--- config.mk ---
export PLATFORM = sky130hd
export DESIGN_NAME = soc_sram_bridge_flat
export DESIGN_NICKNAME = d
export VERILOG_FILES = /design/src/rtl/soc_sram_bridge_if.sv /design/src/rtl/soc_sram_bridge.sv /design/src/flat_wrapper.sv
export SDC_FILE = /design/constraint.sdc
export NUM_CORES = 1
export LEC_CHECK = 0
export ABC_AREA = 1
export CORE_UTILIZATION = 53
export DETAILED_ROUTE_END_ITERATION = 10
export HOLD_SLACK_MARGIN = 0.08
export PLACE_DENSITY = 0.8
export SLEW_MARGIN = 0
export SYNTH_ARGS = -nofsm -noshare
export SYNTH_HDL_FRONTEND = slang
export SYNTH_SLANG_ARGS = --single-unit
export TNS_END_PERCENT = 100
--- constraint.sdc ---
create_clock -name clk -period 3.9 [get_ports clk]
set_clock_uncertainty 0.05 [all_clocks]
set_input_delay 1.17 -clock clk [delete_from_list [all_inputs] [get_ports clk]]
set_output_delay 1.17 -clock clk [all_outputs]
set_load 0.05 [all_outputs]
--- src/rtl/soc_sram_bridge_if.sv ---
`default_nettype none
// ============================================================================
// Module      : soc_sram_bridge_if
// Description : Bus bundle for soc_sram_bridge. Carries the request channel
//               (req_*), the response channel (resp_*) and the command /
//               read-data path to the SRAM controller (sram_*).
//   master    : environment side (drives requests, resp_ready, SRAM returns)
//   slave     : bridge side (drives req_ready, responses, SRAM commands)
// Revision    : 1.0 - initial release
// ============================================================================
interface soc_sram_bridge_if;
    logic        req_valid;
    logic        req_ready;
    logic [3:0]  req_we;
    logic [31:0] req_addr;
    logic [31:0] req_wdata;

    logic        resp_valid;
    logic        resp_ready;
    logic        resp_write;
    logic [31:0] resp_rdata;

    logic        sram_ena;
    logic [3:0]  sram_wea;
    logic [19:0] sram_addra;
    logic [31:0] sram_dina;
    logic [31:0] sram_douta;
    logic        sram_readya;

    modport master (
        output req_valid, req_we, req_addr, req_wdata, resp_ready,
               sram_douta, sram_readya,
        input  req_ready, resp_valid, resp_write, resp_rdata,
               sram_ena, sram_wea, sram_addra, sram_dina
    );

    modport slave (
        input  req_valid, req_we, req_addr, req_wdata, resp_ready,
               sram_douta, sram_readya,
        output req_ready, resp_valid, resp_write, resp_rdata,
               sram_ena, sram_wea, sram_addra, sram_dina
    );
endinterface
`default_nettype wire

--- src/rtl/soc_sram_bridge.sv ---
`default_nettype none
// ============================================================================
// Module      : soc_sram_bridge
// Description : Bridges a valid/ready request/response bus onto a fixed
//               4-cycle-latency SRAM controller. Requests queue in a 2-entry
//               FIFO, issue when the controller is ready and a response slot
//               is reserved, travel a 4-stage tracking pipeline, and land in
//               an in-order response FIFO of RESP_DEPTH entries.
// Ports       : clk, reset (async, active high)
//               bus (soc_sram_bridge_if.slave): req_*, resp_*, sram_*
// Parameters  : RESP_DEPTH - response FIFO depth and outstanding limit
//                            (power of two, 2..16)
// Revision    : 1.0 - initial release
// ============================================================================
module soc_sram_bridge #(
    parameter int RESP_DEPTH = 4
) (
    input  wire              clk,
    input  wire              reset,
    soc_sram_bridge_if.slave bus
);
    localparam int c_PTR_W  = $clog2(RESP_DEPTH);
    localparam int c_CNT_W  = c_PTR_W + 1;
    localparam int c_STAGES = 4;

    // Request FIFO (2 entries)
    logic [3:0]  r_rq_we    [2];
    logic [19:0] r_rq_addr  [2];
    logic [31:0] r_rq_wdata [2];
    logic        r_rq_wptr;
    logic        r_rq_rptr;
    logic [1:0]  r_rq_count;

    // Tracking pipeline and outstanding counter
    logic [c_STAGES-1:0] r_trk_v;
    logic [c_STAGES-1:0] r_trk_w;
    logic [2:0]          r_in_flight;

    // Response FIFO
    logic               r_rs_w    [RESP_DEPTH];
    logic [31:0]        r_rs_data [RESP_DEPTH];
    logic [c_PTR_W-1:0] r_rs_wptr;
    logic [c_PTR_W-1:0] r_rs_rptr;
    logic [c_CNT_W-1:0] r_rs_count;

    logic       w_rq_empty;
    logic       w_req_ready;
    logic       w_rq_push;
    logic [5:0] w_used;
    logic       w_credit;
    logic       w_issue;
    logic       w_rs_push;
    logic       w_rs_pop;
    logic       w_resp_valid;
    logic       w_addr_unused;

    // Only the word address [21:2] reaches the SRAM.
    assign w_addr_unused = ^{bus.req_addr[31:22], bus.req_addr[1:0]};

    assign w_rq_empty  = (r_rq_count == 2'd0);
    // Held low during reset even though the FIFO count is already zero.
    assign w_req_ready = ~reset & (r_rq_count < 2'd2);
    assign w_rq_push   = bus.req_valid & w_req_ready;

    // A response slot is reserved at issue time, so the response FIFO can
    // never overflow: in-flight plus buffered responses stay <= RESP_DEPTH.
    assign w_used   = 6'(r_in_flight) + 6'(r_rs_count);
    assign w_credit = (w_used < 6'(RESP_DEPTH));
    assign w_issue  = ~w_rq_empty & bus.sram_readya & w_credit;

    assign w_rs_push    = r_trk_v[c_STAGES-1];
    assign w_resp_valid = (r_rs_count != '0);
    assign w_rs_pop     = w_resp_valid & bus.resp_ready;

    assign bus.req_ready  = w_req_ready;
    assign bus.sram_ena   = w_issue;
    assign bus.sram_wea   = w_rq_empty ? 4'd0  : r_rq_we[r_rq_rptr];
    assign bus.sram_addra = w_rq_empty ? 20'd0 : r_rq_addr[r_rq_rptr];
    assign bus.sram_dina  = w_rq_empty ? 32'd0 : r_rq_wdata[r_rq_rptr];

    assign bus.resp_valid = w_resp_valid;
    assign bus.resp_write = w_resp_valid & r_rs_w[r_rs_rptr];
    assign bus.resp_rdata = w_resp_valid ? r_rs_data[r_rs_rptr] : 32'd0;

    // Control state
    always_ff @(posedge clk or posedge reset) begin
        if (reset) begin
            r_rq_wptr   <= 1'b0;
            r_rq_rptr   <= 1'b0;
            r_rq_count  <= 2'd0;
            r_trk_v     <= '0;
            r_trk_w     <= '0;
            r_in_flight <= 3'd0;
            r_rs_wptr   <= '0;
            r_rs_rptr   <= '0;
            r_rs_count  <= '0;
        end else begin
            if (w_rq_push) r_rq_wptr <= ~r_rq_wptr;
            if (w_issue)   r_rq_rptr <= ~r_rq_rptr;
            case ({w_rq_push, w_issue})
                2'b10:   r_rq_count <= r_rq_count + 2'd1;
                2'b01:   r_rq_count <= r_rq_count - 2'd1;
                default: r_rq_count <= r_rq_count;
            endcase

            r_trk_v <= {r_trk_v[c_STAGES-2:0], w_issue};
            r_trk_w <= {r_trk_w[c_STAGES-2:0],
                        w_issue & (r_rq_we[r_rq_rptr] != 4'd0)};

            case ({w_issue, w_rs_push})
                2'b10:   r_in_flight <= r_in_flight + 3'd1;
                2'b01:   r_in_flight <= r_in_flight - 3'd1;
                default: r_in_flight <= r_in_flight;
            endcase

            if (w_rs_push) r_rs_wptr <= r_rs_wptr + c_PTR_W'(1);
            if (w_rs_pop)  r_rs_rptr <= r_rs_rptr + c_PTR_W'(1);
            case ({w_rs_push, w_rs_pop})
                2'b10:   r_rs_count <= r_rs_count + c_CNT_W'(1);
                2'b01:   r_rs_count <= r_rs_count - c_CNT_W'(1);
                default: r_rs_count <= r_rs_count;
            endcase
        end
    end

    // Storage arrays carry no reset; validity comes from the counters.
    always_ff @(posedge clk) begin
        if (w_rq_push) begin
            r_rq_we[r_rq_wptr]    <= bus.req_we;
            r_rq_addr[r_rq_wptr]  <= bus.req_addr[21:2];
            r_rq_wdata[r_rq_wptr] <= bus.req_wdata;
        end
        if (w_rs_push) begin
            r_rs_w[r_rs_wptr]    <= r_trk_w[c_STAGES-1];
            r_rs_data[r_rs_wptr] <= r_trk_w[c_STAGES-1] ? 32'd0 : bus.sram_douta;
        end
    end

    a_no_resp_overflow : assert property (@(posedge clk) disable iff (reset)
        !(w_rs_push && !w_rs_pop && (r_rs_count == c_CNT_W'(RESP_DEPTH))));

endmodule
`default_nettype wire

--- src/flat_wrapper.sv ---
// flat-port wrapper written by rule: the top's interface ports become plain ports
module soc_sram_bridge_flat 
#(
    parameter int RESP_DEPTH = 4
)
  (clk, reset, bus_req_valid, bus_req_we, bus_req_addr, bus_req_wdata, bus_resp_ready, bus_sram_douta, bus_sram_readya, bus_req_ready, bus_resp_valid, bus_resp_write, bus_resp_rdata, bus_sram_ena, bus_sram_wea, bus_sram_addra, bus_sram_dina);
  soc_sram_bridge_if bus_i ();
  input  wire clk;
  input  wire reset;
  input wire logic [$bits(bus_i.req_valid)-1:0] bus_req_valid;
  input wire logic [$bits(bus_i.req_we)-1:0] bus_req_we;
  input wire logic [$bits(bus_i.req_addr)-1:0] bus_req_addr;
  input wire logic [$bits(bus_i.req_wdata)-1:0] bus_req_wdata;
  input wire logic [$bits(bus_i.resp_ready)-1:0] bus_resp_ready;
  input wire logic [$bits(bus_i.sram_douta)-1:0] bus_sram_douta;
  input wire logic [$bits(bus_i.sram_readya)-1:0] bus_sram_readya;
  output wire logic [$bits(bus_i.req_ready)-1:0] bus_req_ready;
  output wire logic [$bits(bus_i.resp_valid)-1:0] bus_resp_valid;
  output wire logic [$bits(bus_i.resp_write)-1:0] bus_resp_write;
  output wire logic [$bits(bus_i.resp_rdata)-1:0] bus_resp_rdata;
  output wire logic [$bits(bus_i.sram_ena)-1:0] bus_sram_ena;
  output wire logic [$bits(bus_i.sram_wea)-1:0] bus_sram_wea;
  output wire logic [$bits(bus_i.sram_addra)-1:0] bus_sram_addra;
  output wire logic [$bits(bus_i.sram_dina)-1:0] bus_sram_dina;
  assign bus_i.req_valid = bus_req_valid;
  assign bus_i.req_we = bus_req_we;
  assign bus_i.req_addr = bus_req_addr;
  assign bus_i.req_wdata = bus_req_wdata;
  assign bus_i.resp_ready = bus_resp_ready;
  assign bus_i.sram_douta = bus_sram_douta;
  assign bus_i.sram_readya = bus_sram_readya;
  assign bus_req_ready = bus_i.req_ready;
  assign bus_resp_valid = bus_i.resp_valid;
  assign bus_resp_write = bus_i.resp_write;
  assign bus_resp_rdata = bus_i.resp_rdata;
  assign bus_sram_ena = bus_i.sram_ena;
  assign bus_sram_wea = bus_i.sram_wea;
  assign bus_sram_addra = bus_i.sram_addra;
  assign bus_sram_dina = bus_i.sram_dina;
  soc_sram_bridge #(.RESP_DEPTH(RESP_DEPTH)) u_core (.clk(clk), .reset(reset), .bus(bus_i));
endmodule
# Word-level counts from Yosys, hierarchy flattened
# Memories as Yosys holds them, arrays and structs flattened.
# Index checks and enable logic that the tools add are counted.
[word_totals]
in_bits = 105
ram_bits = 244
mem_count = 5
reg_bits = 22
output_inout_bits = 92
[classes]
n_bitwise = 11
eq_ne = 6
n_addsub = 9
reduce_logical = 6
n_lt_le_gt_ge = 2
muxes = 12
[mem_list]
columns = ["name", "depth", "word_bits", "read_ports", "rd_ports_with_merged_regs", "write_ports", "line", "text"]
rows = [
  ["u_core.r_rs_data", 4, 32, 1, 0, 1, "soc_sram_bridge.sv:41", "logic [31:0] r_rs_data [RESP_DEPTH];"],
  ["u_core.r_rq_wdata", 2, 32, 1, 0, 1, "soc_sram_bridge.sv:29", "logic [31:0] r_rq_wdata [2];"],
  ["u_core.r_rq_addr", 2, 20, 1, 0, 1, "soc_sram_bridge.sv:28", "logic [19:0] r_rq_addr [2];"],
  ["u_core.r_rq_we", 2, 4, 1, 0, 1, "soc_sram_bridge.sv:27", "logic [3:0] r_rq_we [2];"],
  ["u_core.r_rs_w", 4, 1, 1, 0, 1, "soc_sram_bridge.sv:40", "logic r_rs_w [RESP_DEPTH];"],
]
[op_table]
columns = ["op", "n"]
rows = [
  ["$mux 32", 3],
  ["$mux 20", 1],
  ["$pmux 3 s2", 2],
  ["$and 1x1->1", 7],
  ["$add 2x1->2 const B", 3],
  ["$add 3x1->3 const B", 2],
  ["$eq 2x1->1 const B", 3],
  ["$eq 2x2->1 const B", 3],
  ["$lt 6x3->1 const B", 1],
  ["$reduce_bool 2->1", 3],
  ["$sub 3x1->3 const B", 2],
  ["$add 3x3->4", 1],
  ["$mux 1", 4],
  ["$mux 4", 1],
  ["$not 1->1", 4],
  ["$pmux 2 s2", 1],
  ["$reduce_bool 4->1", 1],
  ["$reduce_bool 3->1", 1],
  ["$logic_not 2->1", 1],
  ["$lt 2x2->1 const B", 1],
  ["$sub 2x1->2 const B", 1],
]

# Logic depth before layout (Yosys ltp)
# Gate-level depths: netlist of run 1.
[depth]
ltp_word = 6
depth_mapped = 11

# Least setup slack after synthesis of run 1
# No wires, ideal clock.
[synth_timing]
path_kind = "input to register"
startpoint = "input port reset"
endpoint = "memory u_core.r_rq_addr[0][0] (enable)"
stages = 3
slack_ns = -1.142
setup_time_ns = 0.470
arrival_time_ns = 4.522
path_cell_list = "nor2_1 -> nand2_1 -> nor2_1"
[synth_between]
elab_chain_len = 5
[synth_lines]
columns = ["item", "line", "text"]
rows = [
  ["start: declaration", "flat_wrapper.sv:9", "input wire reset;"],
  ["$not 1->1", "soc_sram_bridge.sv:62", "assign w_req_ready = ~reset & (r_rq_count < 2'd2);"],
  ["$and 1x1->1", "soc_sram_bridge.sv:62", ""],
  ["$and 1x1->1", "soc_sram_bridge.sv:63", "assign w_rq_push = bus.req_valid & w_req_ready;"],
  ["$mux 1", "soc_sram_bridge.sv:128", "if (w_rq_push) begin"],
  ["$mux 1 (not written as such)", "soc_sram_bridge.sv:130", "r_rq_addr[r_rq_wptr] <= bus.req_addr[21:2];"],
  ["end: declaration", "soc_sram_bridge.sv:28", ""],
]
# No other way between the ends.

# Worst setup path after layout of run 1
[layout_timing]
startpoint = "register u_core.r_rs_rptr[0]"
endpoint = "output port bus_resp_write"
[layout_between]
elab_chain_len = 2
[layout_lines]
columns = ["item", "line", "text"]
rows = [
  ["start: declaration", "soc_sram_bridge.sv:43", "logic [c_PTR_W-1:0] r_rs_rptr;"],
  ["start signal: assignment", "soc_sram_bridge.sv:117", "if (w_rs_pop) r_rs_rptr <= r_rs_rptr + c_PTR_W'(1);"],
  ["$mem_v2 4x1", "n/a", ""],
  ["$and 1x1->1", "soc_sram_bridge.sv:82", "assign bus.resp_write = w_resp_valid & r_rs_w[r_rs_rptr];"],
  ["end: declaration", "flat_wrapper.sv:19", "output wire logic [$bits(bus_i.resp_write)-1:0] bus_resp_write;"],
]
# No other way between the ends.

==> results.txt, run 1 <==
Clock buffer depth: 3
Clk sinks: 266
EDFF count, synth: 244
Critical path's slowest cell: dfrtp_2
Nets: 1277
Mean area per synthesized cell: 11.2 µm²
DR vias/cell: 5.12
Synthesized netlist cell count: 980
Setup CP Type: flop to output port
Slew HR: 45.5%
Core area: 20200 µm²
DRC Markers: 0
CTS Hold Buffers Added: 0
Pins over their slew limit: 0
Largest stage delay, worst path: 410 ps
Power per Cell Area: 923 nW/µm²
Routed WL: 24600 µm
Cts bufs inserted: 27
Via count: 7418
Min-Delay Path Class: flop to flop
Pleak: 0.00601 µW
RSZ-0062 raised after global routing: false
CP startpoint kind: flop
First-pass GRT wire length: 38400 µm
DRT Pass-1 Iters: 5
Endpoints failing hold: 0
Total grt overflow: 0
Height of the die: 146 µm
WP data required: 2680 ps
Htree depth: 1
CTS tree: yes
DRT iter0 DRCs: 385
Fin util: 71.2%
Final Critical Period: 3550 ps
Clock-pin slew on the worst setup and hold paths: 60 ps
Largest net degree at the start of global routing: 68
Die area: 21300 µm²
Max FO, Critical Path: 40
Ys async rst share: 8.27%
Max Clk Rate: 282 MHz
Data arrival, critical path: 2330 ps
Post-route ant nets: 0
Global-route usage over all layers: 23.2%
HPWL Detailed: 14400 µm
Layout cell share with drive strength beyond 1: 12.5%
Status: completed
Peak VDD IR: 0.745 mV
Number of I/O port buffers: 184
Routability congestion estimate from global placement: 0.738
Total power draw: 13300 µW
Final period utilization: 91.1%
Syn nets: 1096
Post-Synthesis Cell Area: 11000 µm²
Vias in the first global route: 7612
I/O pin count: 197
Final setup viols: 0
Sequential share of the synthesized area: 71.8%
Initial Util: 54.2%
Max-cap violation count: 0
Slew @ Worst Pin: 816 ps
Setup Fix Bufs, Post-CTS: 0
Row cnt: 52
# diodes: 0
Crit. End Element: output port
Primary FF master, synth: edfxtp_1
CP most frequent cell: nand2_1
Worst hold margin: 299 ps
Clock Latency Late Sink: 520 ps
Crit-path cells: inv_2, buf_12, nand2_1, nand2_1, nand2_1, a21oi_1, buf_4
Synth-to-Final Area Change: 31.4%
Yosys cell types: 17
Drt wl/cell: 17.0 µm
CTS Root Buffer Type: clkbuf_16
#FFs+latches synth: 266
Synth warn: 0
Chip width: 146 µm
Post-CTS Resized: 0
Initial antenna violation count: 1
-- stage by stage --
step	area (µm²)	setup TNS (ps)	cells	setup slack [ps]
CTS	14400	0	1450	340
global route	14400	0	1450	201
floorplan	11000	-26640	980	-238
finish	14400	0	1450	349
detailed placement	13500	0	1402	459
global placement	13500	0	1402	444
-- report_power, final --
group / internal [µW] / leakage, µW / total (µW) / switching [µW]
clock: 1500 / 0.000424 / 2510 / 1010
sequential: 3690 / 0.00249 / 3840 / 154
combinational: 2370 / 0.00310 / 6950 / 4580
-- metal layers --
layer  wire, µm  global-route usage, %  part of all wire [%]  vias to the layer above
li1           -                      -                     -                     3539
met2      12800                   41.5                    52                      323
met3       2830                   9.00                    11                       31
met5         11                      0                 0.045                        -
met1       8630                   25.9                    35                     3523
met4        384                   5.89                   1.6                        2
-- layout make-up --
| class | instances | area [µm²] |
|---|---|---|
| flip-flops and latches | 266 | 7880 |
| fillers | 1339 | 5820 |
| inverters | 136 | 510 |
| clock inverters | 10 | 95.1 |
| repair buffers | 199 | 2490 |
| clock buffers | 38 | 769 |
| multi-input cells | 531 | 2330 |
| well taps | 270 | 338 |
-- placed cells by master, fill, tap and decap left out --
cell	netlist	layout
nor2_4	0	2
clkbuf_1	8	8
fa_1	2	2
xor2_1	5	5
clkinv_2	0	4
dfrtp_2	0	2
dfrtp_1	22	20
clkdlybuf4s50_1	0	93
clkbuf_16	0	29
bufinv_16	0	2
xnor2_1	5	5
nand2_1	339	339
o21ai_0	4	4
inv_1	134	133
clkbuf_8	0	1
buf_12	0	61
a21oi_1	85	85
ha_1	9	9
nand3_1	38	38
edfxtp_1	244	244
clkinv_1	0	5
buf_4	1	45
inv_2	2	2
nor2_1	44	42
-- synth_stat cells, types with 6 or more instances --
cell type | n | area, µm²
nand2_1 | 339 | 1270
edfxtp_1 | 244 | 7330
inv_1 | 134 | 503
a21oi_1 | 85 | 425
nor2_1 | 44 | 165
nand3_1 | 38 | 190
buf_2 | 32 | 160
dfrtp_1 | 22 | 551
ha_1 | 9 | 113
clkbuf_1 | 8 | 30.0
buf_6 | 6 | 67.6
-- final timing paths --
check / slack, ps / cells past startpoint / startpoint / end
worst max register to register: 1430 / 11 / u_core.r_rs_count[2] / u_core.r_in_flight[2]
max in group asynchronous: 2150 / 2 / reset / u_core.r_rs_rptr[0]
worst max-delay path: 350 / 7 / u_core.r_rs_rptr[0] / bus_resp_write
worst min register to register: 300 / 0 / u_core.r_trk_v[1] / u_core.r_trk_v[2]
min in group asynchronous: 1090 / 2 / reset / u_core.r_rq_count[0]
worst min-delay path: 300 / 0 / u_core.r_trk_v[1] / u_core.r_trk_v[2]
-- worst max-delay path, delay by kind of cell, from the launching register on --
family | cells | cell delay, ps
AO/OA/AOI/OAI | 1 | 230
buffers and inverters | 3 | 940
AND/OR/NAND/NOR | 3 | 220
flip-flops | 1 | 410
-- logic make-up (layout without fill, tap and decap cells) --
logic type	count (synthesis)	count (layout)	share of synthesized area [%]
AO/OA/AOI/OAI	89	89	4.06
XOR/XNOR	10	10	0.799
adder cells (fa/ha/maj)	11	11	1.39
buffers and inverters	183	383	7.07
flip-flops	266	266	71.8
AND/OR/NAND/NOR	421	421	14.8
-- registers in the layout (all words and copies together), names as in the netlist --
| signal | cells |
|---|---|
| u_core.r_in_flight | 3 |
| u_core.r_rq_addr | 40 |
| u_core.r_rq_count | 2 |
| u_core.r_rq_rptr | 1 |
| u_core.r_rq_wdata | 64 |
| u_core.r_rq_we | 8 |
| u_core.r_rq_wptr | 1 |
| u_core.r_rs_count | 3 |
| u_core.r_rs_data | 128 |
| u_core.r_rs_rptr | 2 |
| u_core.r_rs_w | 4 |
| u_core.r_rs_wptr | 2 |
| u_core.r_trk_v | 4 |
| u_core.r_trk_w | 4 |
No activity file was read; power rests on OpenSTA's default activity.
==> inputs of run 2 (changes only) <==
- CORE_UTILIZATION: 53 -> 47
- HOLD_SLACK_MARGIN: 0.08 -> 0.03
- PLACE_DENSITY: 0.8 -> 0.73
==> run 2 against run 1 <==
  * Worst setup slack got worse by 32 ps
  * Worst hold slack got worse by 2.7 ps
  * Routed wire length fell by 4.4%
  * Non-clock buffer count rose by 2
  * Clock power rose by 6%
  * Register-to-register slack got worse by 20 ps
  * Sequential power barely moved
  * Power rose by 1.3%
  * Largest power group unchanged
==> results.txt, run 2 (synthesis gave the netlist of run 1 again) <==
Final setup viols: 0 (unchanged)
RSZ-0062 raised after global routing: false
Layout cell share with drive strength beyond 1: 13.4% (+0.81 points)
Global-route usage over all layers: 19.8% (-3.4 points)
Initial Util: 48.1% (-6.1 points)
Endpoints failing hold: 0 (unchanged)
Final Critical Period: 3580 ps (+32.2 ps)
Sw frac: 42.6% (-0.52 points)
Clock buffer depth: 3 (unchanged)
Setup CP Type: flop to output port
Max-cap violation count: 0 (unchanged)
Max FFs per register: 128 (unchanged)
Routability congestion estimate from global placement: 0.736 (-0.26%)
Chip width: 155 µm (+6.1%)
Vias in the first global route: 7175 (-5.7%)
Cts bufs inserted: 27 (unchanged)
Max FO, Critical Path: 39 (-2.5%)
Via count: 7246 (-2.3%)
HPWL Detailed: 14300 µm (-0.93%)
WP data required: 2680 ps (about the same)
DR vias/cell: 4.84 (-5.4%)
CTS tree: yes
Filler cells: 1706 (+27%)
Commonest non-fill, non-tap cells in the layout: 339 x nand2_1, 244 x edfxtp_1, 133 x inv_1
Number of I/O port buffers: 184 (unchanged)
Max Clk Rate: 279 MHz (-0.90%)
Worst slack after detailed placement: 401 ps (-58.2 ps)
Drt wl/cell: 15.7 µm (-7.4%)
Slew @ Worst Pin: 824 ps (+8.46 ps)
First-pass GRT wire length: 36700 µm (-4.3%)
Setup TNS: 0 ps (unchanged)
Pins over their slew limit: 0 (unchanged)
Gate power share: 51.8% (-0.4 points)
Fin worst setup slack: 317 ps (-32.2 ps)
Final period utilization: 91.9% (+0.82 points)
Core area: 22800 µm² (+13%)
Most common cell after layout, fill and taps aside: nand2_1
CTS Root Buffer Type: clkbuf_16
Die area: 23900 µm² (+13%)
Peak VDD IR: 0.807 mV (+8.2%)
Status: completed
Post-route ant nets: 0 (unchanged)
Clock share of power: 19.7% (+0.8 points)
Fin util: 64.0% (-7.3 points)
Largest regs: u_core.r_rs_data x128, u_core.r_rq_wdata x64, u_core.r_rq_addr x40
Total power draw: 13500 µW (+1.3%)
I/O pin count: 197 (unchanged)
Clock Latency Late Sink: 530 ps (about the same)
Multi-input logic area: 2330 µm² (unchanged)
Slew HR: 45.0% (-0.56 points)
Flop pwr share: 28.5% (-0.4 points)
DRT Pass-1 Iters: 5 (unchanged)
Register area: 7880 µm² (unchanged)
Initial antenna violation count: 2 (+1)
Routed WL: 23600 µm (-4.4%)
Clk sinks: 266 (unchanged)
Data arrival, critical path: 2360 ps (+30 ps)
Height of the die: 155 µm (+6.1%)
Power per Cell Area: 924 nW/µm² (+0.16%)
Synth-to-Final Area Change: 32.9%
P_sw: 5740 µW (about the same)
Largest net degree at the start of global routing: 68 (unchanged)
Total grt overflow: 0 (unchanged)
Nets: 1279 (+0.16%)
Reg with most FFs: u_core.r_rs_data
Pleak: 0.00607 µW (+0.98%)
Htree depth: 1 (unchanged)
Clock-pin slew on the worst setup and hold paths: 60 ps (about the same)
Final std cells w/o fill: 1497 (+3.2%)
DRT iter0 DRCs: 440 (+14%)
Internal Power: 7720 µW (+2.2%)
Row cnt: 55 (+5.8%)
Placed Instances: 1447 (+3.2%)
DRC Markers: 0 (unchanged)
CP startpoint kind: flop
Crit. End Element: output port
CTS Hold Buffers Added: 0 (unchanged)
Min-Delay Path Class: flop to flop
[run 2: repair_timing]
action	CTS	global route
endpoints found under the setup margin	1	0
setup buffers	0	0
resized for setup	1	0
[run 2: cell type report]
cell class	count	area share (%)
Clock buffer	35	5.19
Sequential cell	266	54.1
Tap cell	313	2.69
Inverter	136	3.51
Antenna cell	1	0.0172
Clock inverter	14	1.17
Multi-Input combinational cell	531	16.0
Timing Repair Buffer	201	17.4
[run 2: worst paths after layout]
kind	from	endpoint	slack (ps)	cells after the start
setup / recovery	u_core.r_rs_rptr[0]	bus_resp_rdata[16]	320	7
setup reg to reg	u_core.r_rs_count[2]	u_core.r_in_flight[2]	1410	11
hold / removal	u_core.r_trk_v[2]	u_core.r_trk_v[3]	300	0
hold reg to reg	u_core.r_trk_v[2]	u_core.r_trk_v[3]	300	0
max in group asynchronous	reset	u_core.r_rq_rptr	2150	2
min in group asynchronous	reset	u_core.r_in_flight[1]	1090	2
[run 2: through the flow]
step | hold slack (ps) | cell area, µm²
floorplan | 281 | 11000
global placement | 282 | 13600
detailed placement | 285 | 13600
CTS | 299 | 14600
global route | 306 | 14600
finish | 296 | 14600
[run 2: metal layers]
layer / vias to the layer above / track usage [%] / wire length, µm
li1: 3545 / - / -
met1: 3400 / 22.9 / 9060
met2: 267 / 34.3 / 11500
met3: 32 / 8.10 / 2590
met4: 2 / 4.81 / 408
met5: - / 0 / 13
[run 2: worst max-delay path, stage by stage, from the launching register on]
cell and delay (ps):
dfrtp_2 410, inv_2 540, buf_12 260, nand2_1 70
nand2_1 60, nand2_1 50, a21oi_1 200, buf_4 230
[run 2: power groups by stage]
stage          Clock, µW  Combinational [µW]  Sequential (µW)
3_3_place_gp           0                6940             3870
2_1_floorplan          0                4270             3860
3_5_place_dp           0                7020             3890
5_1_grt             2800                7430             3870
6_report            2650                6980             3830
4_1_cts             2690                7050             3830
